### src/rtl/ula_seq_ctrl_if.sv
// Command/result bundle between the operand muxes and the ALU sequencer.
// The master issues commands; the slave (the sequencer) returns results and flags.
interface ula_seq_ctrl_if #(
  parameter int WIDTH = 8
);
  logic               start;
  logic               cmd;
  logic [WIDTH-1:0]   a;
  logic [WIDTH-1:0]   b;
  logic [3:0]         op;
  logic               busy;
  logic               done;
  logic [2*WIDTH-1:0] result;
  logic               overflow;
  logic               cout;
  logic               zero;

  modport master (
    output start, cmd, a, b, op,
    input  busy, done, result, overflow, cout, zero
  );

  modport slave (
    input  start, cmd, a, b, op,
    output busy, done, result, overflow, cout, zero
  );
endinterface

### src/rtl/ula_seq_ctrl.sv
// Sequencer around the 8-bit ripple ALU: single-cycle ALU ops plus an 8-cycle
// unsigned shift-add multiply that reuses the same adder for every partial sum.

module ula_of_infinity #(
  parameter int WIDTH = 8
) (
  input  logic [WIDTH-1:0] a_i,
  input  logic [WIDTH-1:0] b_i,
  input  logic [3:0]       op_i,
  output logic [WIDTH-1:0] result_o,
  output logic             cout_o,
  output logic             overflow_o
);
  logic [WIDTH-1:0] aEff;
  logic [WIDTH-1:0] bEff;
  logic [WIDTH-1:0] sum;
  logic [WIDTH:0]   carry;
  logic             setLess;

  // bnegate doubles as carry-in, so SUB/SLT are a + ~b + 1 through the same ripple chain.
  always_comb begin
    aEff     = a_i ^ {WIDTH{op_i[3]}};
    bEff     = b_i ^ {WIDTH{op_i[2]}};
    carry    = '0;
    sum      = '0;
    carry[0] = op_i[2];
    for (int i = 0; i < WIDTH; i++) begin
      sum[i]     = aEff[i] ^ bEff[i] ^ carry[i];
      carry[i+1] = (aEff[i] & bEff[i]) | (aEff[i] & carry[i]) | (bEff[i] & carry[i]);
    end
    overflow_o = carry[WIDTH] ^ carry[WIDTH-1];
    cout_o     = carry[WIDTH];
    setLess    = sum[WIDTH-1] ^ overflow_o;
    case (op_i[1:0])
      2'b00:   result_o = aEff & bEff;
      2'b01:   result_o = aEff | bEff;
      2'b10:   result_o = sum;
      default: result_o = {{(WIDTH-1){1'b0}}, setLess};
    endcase
  end
endmodule

module ula_seq_ctrl #(
  parameter int WIDTH     = 8,
  parameter int MUL_ITERS = 8
) (
  input  logic          clk,
  input  logic          rst,
  ula_seq_ctrl_if.slave bus
);
  localparam int CNT_W = (MUL_ITERS > 1) ? $clog2(MUL_ITERS) : 1;
  localparam logic [3:0] OP_ADD = 4'b0010;

  generate
    if (WIDTH != 8 || MUL_ITERS != WIDTH) begin : gBadParams
      $error("ula_seq_ctrl: WIDTH must be 8 and MUL_ITERS must equal WIDTH");
    end
  endgenerate

  typedef enum logic [1:0] {
    IDLE = 2'd0,
    MUL  = 2'd1,
    DONE = 2'd2
  } state_e;

  state_e state_q, state_d;

  logic [WIDTH-1:0]   mcand_q;
  logic [WIDTH-1:0]   pHi_q;
  logic [WIDTH-1:0]   pLo_q;
  logic [CNT_W-1:0]   cnt_q;
  logic [2*WIDTH-1:0] result_q;
  logic               overflow_q;
  logic               cout_q;
  logic               zero_q;

  logic               mulActive;
  logic               busy;
  logic               done;
  logic [WIDTH-1:0]   aluA;
  logic [WIDTH-1:0]   aluB;
  logic [3:0]         aluOp;
  logic [WIDTH-1:0]   aluResult;
  logic               aluCout;
  logic               aluOverflow;
  logic               accept;
  logic               lastIter;
  logic [2*WIDTH-1:0] prodNext;

  ula_of_infinity #(.WIDTH(WIDTH)) uAlu (
    .a_i       (aluA),
    .b_i       (aluB),
    .op_i      (aluOp),
    .result_o  (aluResult),
    .cout_o    (aluCout),
    .overflow_o(aluOverflow)
  );

  assign accept   = (state_q == IDLE) && bus.start;
  assign lastIter = (cnt_q == CNT_W'(MUL_ITERS - 1));

  // Partial product step: the carry into P_hi bit 8 comes straight from the ALU.
  assign prodNext = pLo_q[0] ? {aluCout, aluResult, pLo_q[WIDTH-1:1]}
                             : {1'b0, pHi_q, pLo_q[WIDTH-1:1]};

  always_ff @(posedge clk) begin
    if (rst) begin
      state_q <= IDLE;
    end else begin
      state_q <= state_d;
    end
  end

  always_comb begin
    state_d = state_q;
    case (state_q)
      IDLE: begin
        if (bus.start) begin
          state_d = bus.cmd ? MUL : DONE;
        end
      end
      MUL: begin
        if (lastIter) begin
          state_d = DONE;
        end
      end
      DONE:    state_d = IDLE;
      default: state_d = IDLE;
    endcase
  end

  // In MUL the ALU is stolen from the operand inputs to accumulate P_hi + multiplicand.
  always_comb begin
    busy      = 1'b0;
    done      = 1'b0;
    mulActive = 1'b0;
    case (state_q)
      MUL: begin
        busy      = 1'b1;
        mulActive = 1'b1;
      end
      DONE: begin
        busy = 1'b1;
        done = 1'b1;
      end
      default: ;
    endcase
    aluA  = mulActive ? pHi_q   : bus.a;
    aluB  = mulActive ? mcand_q : bus.b;
    aluOp = mulActive ? OP_ADD  : bus.op;
  end

  always_ff @(posedge clk) begin
    if (rst) begin
      mcand_q    <= '0;
      pHi_q      <= '0;
      pLo_q      <= '0;
      cnt_q      <= '0;
      result_q   <= '0;
      overflow_q <= 1'b0;
      cout_q     <= 1'b0;
      zero_q     <= 1'b0;
    end else if (accept) begin
      if (bus.cmd) begin
        mcand_q <= bus.a;
        pHi_q   <= '0;
        pLo_q   <= bus.b;
        cnt_q   <= '0;
      end else begin
        result_q   <= {{WIDTH{1'b0}}, aluResult};
        overflow_q <= aluOverflow;
        cout_q     <= aluCout;
        zero_q     <= (aluResult == '0);
      end
    end else if (mulActive) begin
      {pHi_q, pLo_q} <= prodNext;
      cnt_q          <= cnt_q + CNT_W'(1);
      if (lastIter) begin
        result_q   <= prodNext;
        overflow_q <= 1'b0;
        cout_q     <= |prodNext[2*WIDTH-1:WIDTH];
        zero_q     <= (prodNext == '0);
      end
    end
  end

  assign bus.busy     = busy;
  assign bus.done     = done;
  assign bus.result   = result_q;
  assign bus.overflow = overflow_q;
  assign bus.cout     = cout_q;
  assign bus.zero     = zero_q;
endmodule

### src/flat_wrapper.sv
// flat-port wrapper written by rule: the top's interface ports become plain ports
module ula_seq_ctrl_flat 
#(
  parameter int WIDTH     = 8,
  parameter int MUL_ITERS = 8
)
  (clk, rst, bus_start, bus_cmd, bus_a, bus_b, bus_op, bus_busy, bus_done, bus_result, bus_overflow, bus_cout, bus_zero);
  ula_seq_ctrl_if #(.WIDTH(WIDTH)) bus_i ();
  input  logic clk;
  input  logic rst;
  input wire logic [$bits(bus_i.start)-1:0] bus_start;
  input wire logic [$bits(bus_i.cmd)-1:0] bus_cmd;
  input wire logic [$bits(bus_i.a)-1:0] bus_a;
  input wire logic [$bits(bus_i.b)-1:0] bus_b;
  input wire logic [$bits(bus_i.op)-1:0] bus_op;
  output wire logic [$bits(bus_i.busy)-1:0] bus_busy;
  output wire logic [$bits(bus_i.done)-1:0] bus_done;
  output wire logic [$bits(bus_i.result)-1:0] bus_result;
  output wire logic [$bits(bus_i.overflow)-1:0] bus_overflow;
  output wire logic [$bits(bus_i.cout)-1:0] bus_cout;
  output wire logic [$bits(bus_i.zero)-1:0] bus_zero;
  assign bus_i.start = bus_start;
  assign bus_i.cmd = bus_cmd;
  assign bus_i.a = bus_a;
  assign bus_i.b = bus_b;
  assign bus_i.op = bus_op;
  assign bus_busy = bus_i.busy;
  assign bus_done = bus_i.done;
  assign bus_result = bus_i.result;
  assign bus_overflow = bus_i.overflow;
  assign bus_cout = bus_i.cout;
  assign bus_zero = bus_i.zero;
  ula_seq_ctrl #(.WIDTH(WIDTH), .MUL_ITERS(MUL_ITERS)) u_core (.clk(clk), .rst(rst), .bus(bus_i));
endmodule
### config.mk
export PLATFORM = sky130hd
export DESIGN_NAME = ula_seq_ctrl_flat
export DESIGN_NICKNAME = d
export VERILOG_FILES = /design/src/rtl/ula_seq_ctrl_if.sv /design/src/rtl/ula_seq_ctrl.sv /design/src/flat_wrapper.sv
export SDC_FILE = /design/constraint.sdc
export NUM_CORES = 1
export LEC_CHECK = 0
export BUFFER_PORTS_ARGS = -buffer_cell sky130_fd_sc_hd__buf_4
export CORE_MARGIN = 1
export CORE_UTILIZATION = 40
export CTS_CLUSTER_DIAMETER = 150
export DETAILED_ROUTE_END_ITERATION = 8
export SETUP_SLACK_MARGIN = 0.5
export SLEW_MARGIN = 20
export SYNTH_ARGS = -nofsm -noshare
export SYNTH_HDL_FRONTEND = slang
export SYNTH_SLANG_ARGS = --single-unit
### constraint.sdc
create_clock -name clk -period 7.3 [get_ports clk]
set_clock_uncertainty 0.15 [all_clocks]
set_input_delay 0 -clock clk [delete_from_list [all_inputs] [get_ports clk]]
set_output_delay 0 -clock clk [all_outputs]
set_load 0.01 [all_outputs]
**Yosys cells after proc, flatten, opt, wreduce, memory -nomap -nowiden**

Cells that the tools add are included.

- Bitwise gates (word level): 62
- Multiplexer cells: 37
- Equality and inequality tests: 9
- Reductions and logical operators: 13
- Add/subtract/negate cells: 1

Operators with widths:

| operator | number |
|---|---|
| $mux W16 | 5 |
| $mux W8 | 8 |
| $and A1 B1 Y1 | 24 |
| $pmux W8 S3 | 1 |
| $xor A1 B1 Y1 | 18 |
| $logic_not A16 Y1 | 1 |
| $or A1 B1 Y1 | 16 |
| $xor A8 B8 Y8 | 2 |
| $mux W1 | 15 |
| $mux W3 | 3 |
| $and A8 B8 Y8 | 1 |
| $logic_not A8 Y1 | 1 |
| $or A8 B8 Y8 | 1 |
| $reduce_or A8 Y1 | 1 |
| $mux W2 | 3 |
| $ne A2 B2 Y1 const B | 3 |
| $reduce_and A2 Y1 | 3 |
| $eq A2 B1 Y1 const B | 2 |
| $eq A2 B2 Y1 const B | 2 |
| $logic_not A2 Y1 | 2 |
| $mux W4 | 1 |
| $pmux W2 S2 | 1 |
| $reduce_bool A2 Y1 | 2 |
| $add A3 B1 Y3 const B | 1 |
| 5 further kinds | 5 |

- Bits of input ports: 24
- Output and inout port bits: 21
- Bits in registers: 48
- Logic and storage cells: 131

**Longest topological paths before layout**

- Depth in word-level cells: 36
- Mapped depth: 21
- Depth with buffers taken out: 19

**Cells and area by module**

A second synthesis with hierarchy kept.

- Cell total of the unflattened synthesis: 354
- Area, all modules: 3108.0 sq um

By module, submodules not included:

| module | times used | sequential area each (sq um) | cells an instance | area each (sq um) |
|---|---|---|---|---|
| ula_seq_ctrl | 1 | 960.9 | 262 | 2307.2 |
| ula_of_infinity | 1 | 0.0 | 92 | 800.8 |

**Worst setup path after synthesis**

OpenSTA, ideal clock, no wires.

- Path type: flip-flop to flip-flop
- From: register u_core.state_q[1]
- To: register u_core.zero_q (netlist: u_core.bus.zero)
- Slack: 2.117 ns
- Buffers on the path: 3
- Data required time: 7.071 ns
- Cell stages (with the launch flop): 20
- Setup time: 0.079 ns
- Arrival time: 4.953 ns
- Period minus slack after synthesis: 5.183 ns
- Cells stage by stage: dfxtp_1 > inv_1 > ha_1 > buf_4 > clkbuf_1 > clkbuf_1 > nand2_1 > o21ai_0 > fa_1 > fa_1 > inv_1 > fa_1 > fa_1 > fa_1 > fa_1 > fa_1 > o31ai_1 > mux2i_1 > or4_1 > a211oi_2

- Word-level cells in the longest chain between the ends: 36
- Elaborated cells on any way between the ends: 84
- Classes of those cells: eq/ne (4); mux (10); bitwise (62); reduce/logical (8)

Ends and longest elaborated chain:

| element | RTL line | source |
|---|---|---|
| from (decl) | ula_seq_ctrl.sv:66 | `state_e state_q, state_d;` |
| from (signal assigned) | ula_seq_ctrl.sv:110 | `state_q <= state_d;` |
| $eq A2 B1 Y1 | ula_seq_ctrl.sv:137 | `case (state_q)` |
| $mux W1 | ula_seq_ctrl.sv:137 |  |
| $mux W8 (tied with other cells) | ula_seq_ctrl.sv:148 | `aluA = mulActive ? pHi_q : bus.a;` |
| $xor A8 B8 Y8, on equally long branches | ula_seq_ctrl.sv:22, ula_seq_ctrl.sv:23 |  |
| $and A1 B1 Y1 | ula_seq_ctrl.sv:29 | `carry[i+1] = (aEff[i] & bEff[i]) \| (aEff[i] & carry[i]) \| (bEff[i] & carry[i]);` |
| $or A1 B1 Y1 (2 in a row) | ula_seq_ctrl.sv:29 |  |
| $and A1 B1 Y1 | ula_seq_ctrl.sv:29 |  |
| $or A1 B1 Y1 (2 in a row) | ula_seq_ctrl.sv:29 |  |
| (+18 left out) | -- |  |
| $xor A1 B1 Y1 | ula_seq_ctrl.sv:31 | `overflow_o = carry[WIDTH] ^ carry[WIDTH-1];` |
| $xor A1 B1 Y1 | ula_seq_ctrl.sv:33 | `setLess = sum[WIDTH-1] ^ overflow_o;` |
| $pmux W8 S3 | ula_seq_ctrl.sv:34 | `case (op_i[1:0])` |
| $mux W16 | ula_seq_ctrl.sv:103 | `assign prodNext = pLo_q[0] ? {aluCout, aluResult, pLo_q[WIDTH-1:1]}` |
| $logic_not A16 Y1 | ula_seq_ctrl.sv:182 | `zero_q <= (prodNext == '0);` |
| $mux W1 | ula_seq_ctrl.sv:178 | `if (lastIter) begin` |
| $mux W1 | ula_seq_ctrl.sv:175 | `end else if (mulActive) begin` |
| $mux W1 | ula_seq_ctrl.sv:163 | `end else if (accept) begin` |
| to (signal assigned) | ula_seq_ctrl.sv:173 | `zero_q <= (aluResult == '0);` |
| to (signal assigned) | ula_seq_ctrl.sv:182 |  |
| to (decl) | ula_seq_ctrl.sv:75 | `logic zero_q;` |

Several ways; a longest one is shown, not always the timed one. The select of a mux whose other input is x is not followed.
A chain may end at the register's enable or synchronous reset.

**Worst setup path in the final report**

Ends and elaborated chain as after synthesis.

==> impl_metrics.tcl <==
set metrics [dict create \
    finalCritPeriodShare 0.7740 \
    fmax_ghz 0.1770 \
    clockBufferDepth 2 \
    htree_num_levels 2 \
    cts_root_buf "clkbuf_8" \
    multi_input_area_um2 1876 \
    cp-start-kind "register" \
    ys_seq_area_frac 0.3124 \
    row_count 31 \
    final_util 0.5050 \
    synthesis.nets 439 \
    ys_ff_latch 48 \
    async_reset_ff_frac 0 \
    cts_tree "yes" \
    synth_area_per_cell_um2 7.967 \
    drt_pass1_iterations 4 \
    area_growth_pct 20.38 \
    hold_viol 0 \
    fin_ws_ns 1.650 \
    synthXorXnorAreaFrac 0.04841 \
    ioPinCount 45 \
    detail_route.wl_per_cell_um 14.65 \
    fin_tns_setup_ns 0 \
    fin_nets 487 \
    rr_worst_depth 17 \
    hp-class "in -> reg" \
    grt_setup_unrepaired "false" \
    worst_pin_slew_ns 0.7456 \
    synth_flop_cell "dfxtp_1" \
    coreArea_um2 7331 \
    fin_area_um2 3702 \
    final-setup-viol-count 0 \
    antenna_found_initial 0 \
    synth_cell_type_count 42 \
    die_h_um 89.69 \
    slew_headroom 0.5011 \
    clk_pin_slew_worst_paths_ns 0.09 \
    grt_max_degree 49 \
    period_minus_slack_ns 5.650 \
    clock_sinks 48 \
    numCtsBuffers 5 \
    syn_area_um2 3075 \
    synth-compound-area-share 0.1888 \
    first_global_vias 2695 \
    ir_worst_vdd_mv 0.1009 \
    drc 0 \
    placed_cell_area_um2 3415 \
    drv_cap 0 \
    totalWireLength_um 7821 \
    synth_edf_count 0 \
    crit_required_ns 7.38 \
    grt_usage 0.2148 \
    synth_top_family_by_area "compound AO/OA/AOI/OAI gates" \
    reg2reg_slack_ns 1.65 \
    crit_arrival_ns 5.73 \
    powerDensity_nw_per_um2 183.1 \
    nFillCells 753 \
    status "completed" \
    synth_simple_gate_area_frac 0.1831 \
    post-dp-hpwl_um 5973 \
    clk_latency_ns 0.31 \
    viasPerCell 5.217 \
    yosysWarnings 0 \
    grt_pass1_wl_um 12920 \
    netlist_instances 386 \
    gp_congestion 0.8468 \
    antenna_cells 0 \
    preCtsSetupSlack_ns 1.678 \
    start_util 0.4195 \
    antenna_left 0 \
    finalPower_w 0.0006778 \
    synth_fa_ha_area_frac 0.1375 \
    holdPathStages 5 \
    cp_max_fo 26 \
    criticalPathCategory "reg -> reg" \
    drt_iter0_drc 136 \
    die_w_um 89.69 \
    num_vias 2786 \
    cellLeakagePower_nw 1.582 \
    portBuffers 44 \
    ff_latch_area_um2 960.9 \
    post_cts_buffers 0 \
    drive_above_1_share 0.1310 \
    dieArea_um2 8043 \
    grt_overflow 0 \
    slew_viol_final 0 \
    synthMuxAreaShare 0.05207 \
    crit_path_end_kind "register" \
]
-- cells by family after synthesis --
| kind of cell | count (synthesis) |
|---|---|
| flip-flops | 48 |
| multiplexers | 16 |
| AO/OA/AOI/OAI | 90 |
| adder cells (fa/ha/maj) | 29 |
| XOR/XNOR | 17 |
| buffers and inverters | 54 |
| AND/OR/NAND/NOR | 132 |
-- cells in the final DEF, fill, tap and decap left out, drive strengths merged, types with 7 or more instances in the layout --
cell,Yosys,routed
a21oi,24,24
a22oi,20,20
a311oi,7,7
buf,6,46
dfxtp,48,48
dlygate4sd3,0,20
fa,8,8
ha,21,21
inv,29,29
mux2i,16,16
nand2,57,57
nor2,51,51
o21ai,25,25
xnor2,17,17
-- layout make-up --
class / instances / area share
clock buffer: 5 / 0.01859
inverter: 29 / 0.02940
clock inverter: 3 / 0.005069
timing repair buffer: 66 / 0.1473
tap: 99 / 0.03346
sequential: 48 / 0.2595
multi-input combinational: 284 / 0.5066
-- per-stage QoR --
step	hold WS, ns	instances
finish	0.1881	534
global route	0.2154	534
CTS	0.1571	534
detailed placement	0.1235	506
global placement	0.1179	506
floorplan	-0.01404	386
-- Yosys cell counts, types with 2 or more instances --
| cell | instances | area, um^2 |
|---|---|---|
| xnor2_1 | 17 | 148.9 |
| mux2i_1 | 16 | 160.2 |
| o21ai_0 | 25 | 125.1 |
| a2bb2oi_1 | 4 | 35.03 |
| and2_1 | 4 | 25.02 |
| inv_1 | 29 | 108.9 |
| ha_1 | 21 | 262.8 |
| a311oi_1 | 7 | 61.31 |
| a21oi_1 | 24 | 120.1 |
| nor2_1 | 51 | 191.4 |
| nand2_1 | 57 | 214.0 |
| fa_1 | 8 | 160.2 |
| nor4_1 | 2 | 12.51 |
| o21a_1 | 2 | 15.01 |
| nor2b_1 | 2 | 12.51 |
| clkbuf_1 | 17 | 63.81 |
| a22oi_1 | 20 | 150.1 |
| and3_1 | 3 | 18.77 |
| buf_6 | 3 | 33.78 |
| nor3_1 | 5 | 25.02 |
| dfxtp_1 | 48 | 960.9 |
-- layer usage --
layer,global-route usage,up-vias,share of wire
li1,-,1393,-
met1,0.2753,1308,0.44
met2,0.3657,72,0.49
met3,0.03656,13,0.057
met4,0.07215,0,0.017
met5,0,-,0
-- path summary, 6_finish.rpt --
path / from / endpoint
setup / recovery: u_core.state_q[1] / u_core.bus.zero
hold / removal: bus_op[1] / u_core.pHi_q[6]
setup reg to reg: u_core.state_q[1] / u_core.bus.zero
hold reg to reg: u_core.bus.result[7] / u_core.bus.result[7]
-- sequential cells by signal (all words and copies together), names as in the netlist --
signal,cells
u_core.bus.result,16
u_core.bus.overflow,1
u_core.pLo_q,8
u_core.mcand_q,8
u_core.cnt_q,3
u_core.bus.zero,1
u_core.pHi_q,8
u_core.bus.cout,1
u_core.state_q,2
-- timing repair --
action | in CTS | in global routing
hold buffers | 20 | 0
endpoints found under the hold margin | 39 | 0
resized for setup | 0 | 0
-- power breakdown --
part / switching [W] / leakage [nW] / internal [W]
Combinational: 0.000133 / 1.14 / 0.0000967
Sequential: 0.0000124 / 0.390 / 0.000276
Clock: 0.0000931 / 0.0479 / 0.0000669
-- worst max-delay path, cell delays in order (launching register included) --
cell,delay [ns]
dfxtp_1,0.32
inv_1,0.09
ha_1,0.56
buf_4,0.36
nand2_1,0.08
o21ai_0,0.17
fa_1,0.28
fa_1,0.17
inv_1,0.05
fa_1,0.39
fa_1,0.39
fa_1,0.38
fa_1,0.46
fa_1,0.39
o31ai_1,0.37
mux2i_1,0.18
or4_1,0.57
a211oi_2,0.18
Note: power is estimated with default switching activity, not from simulation.
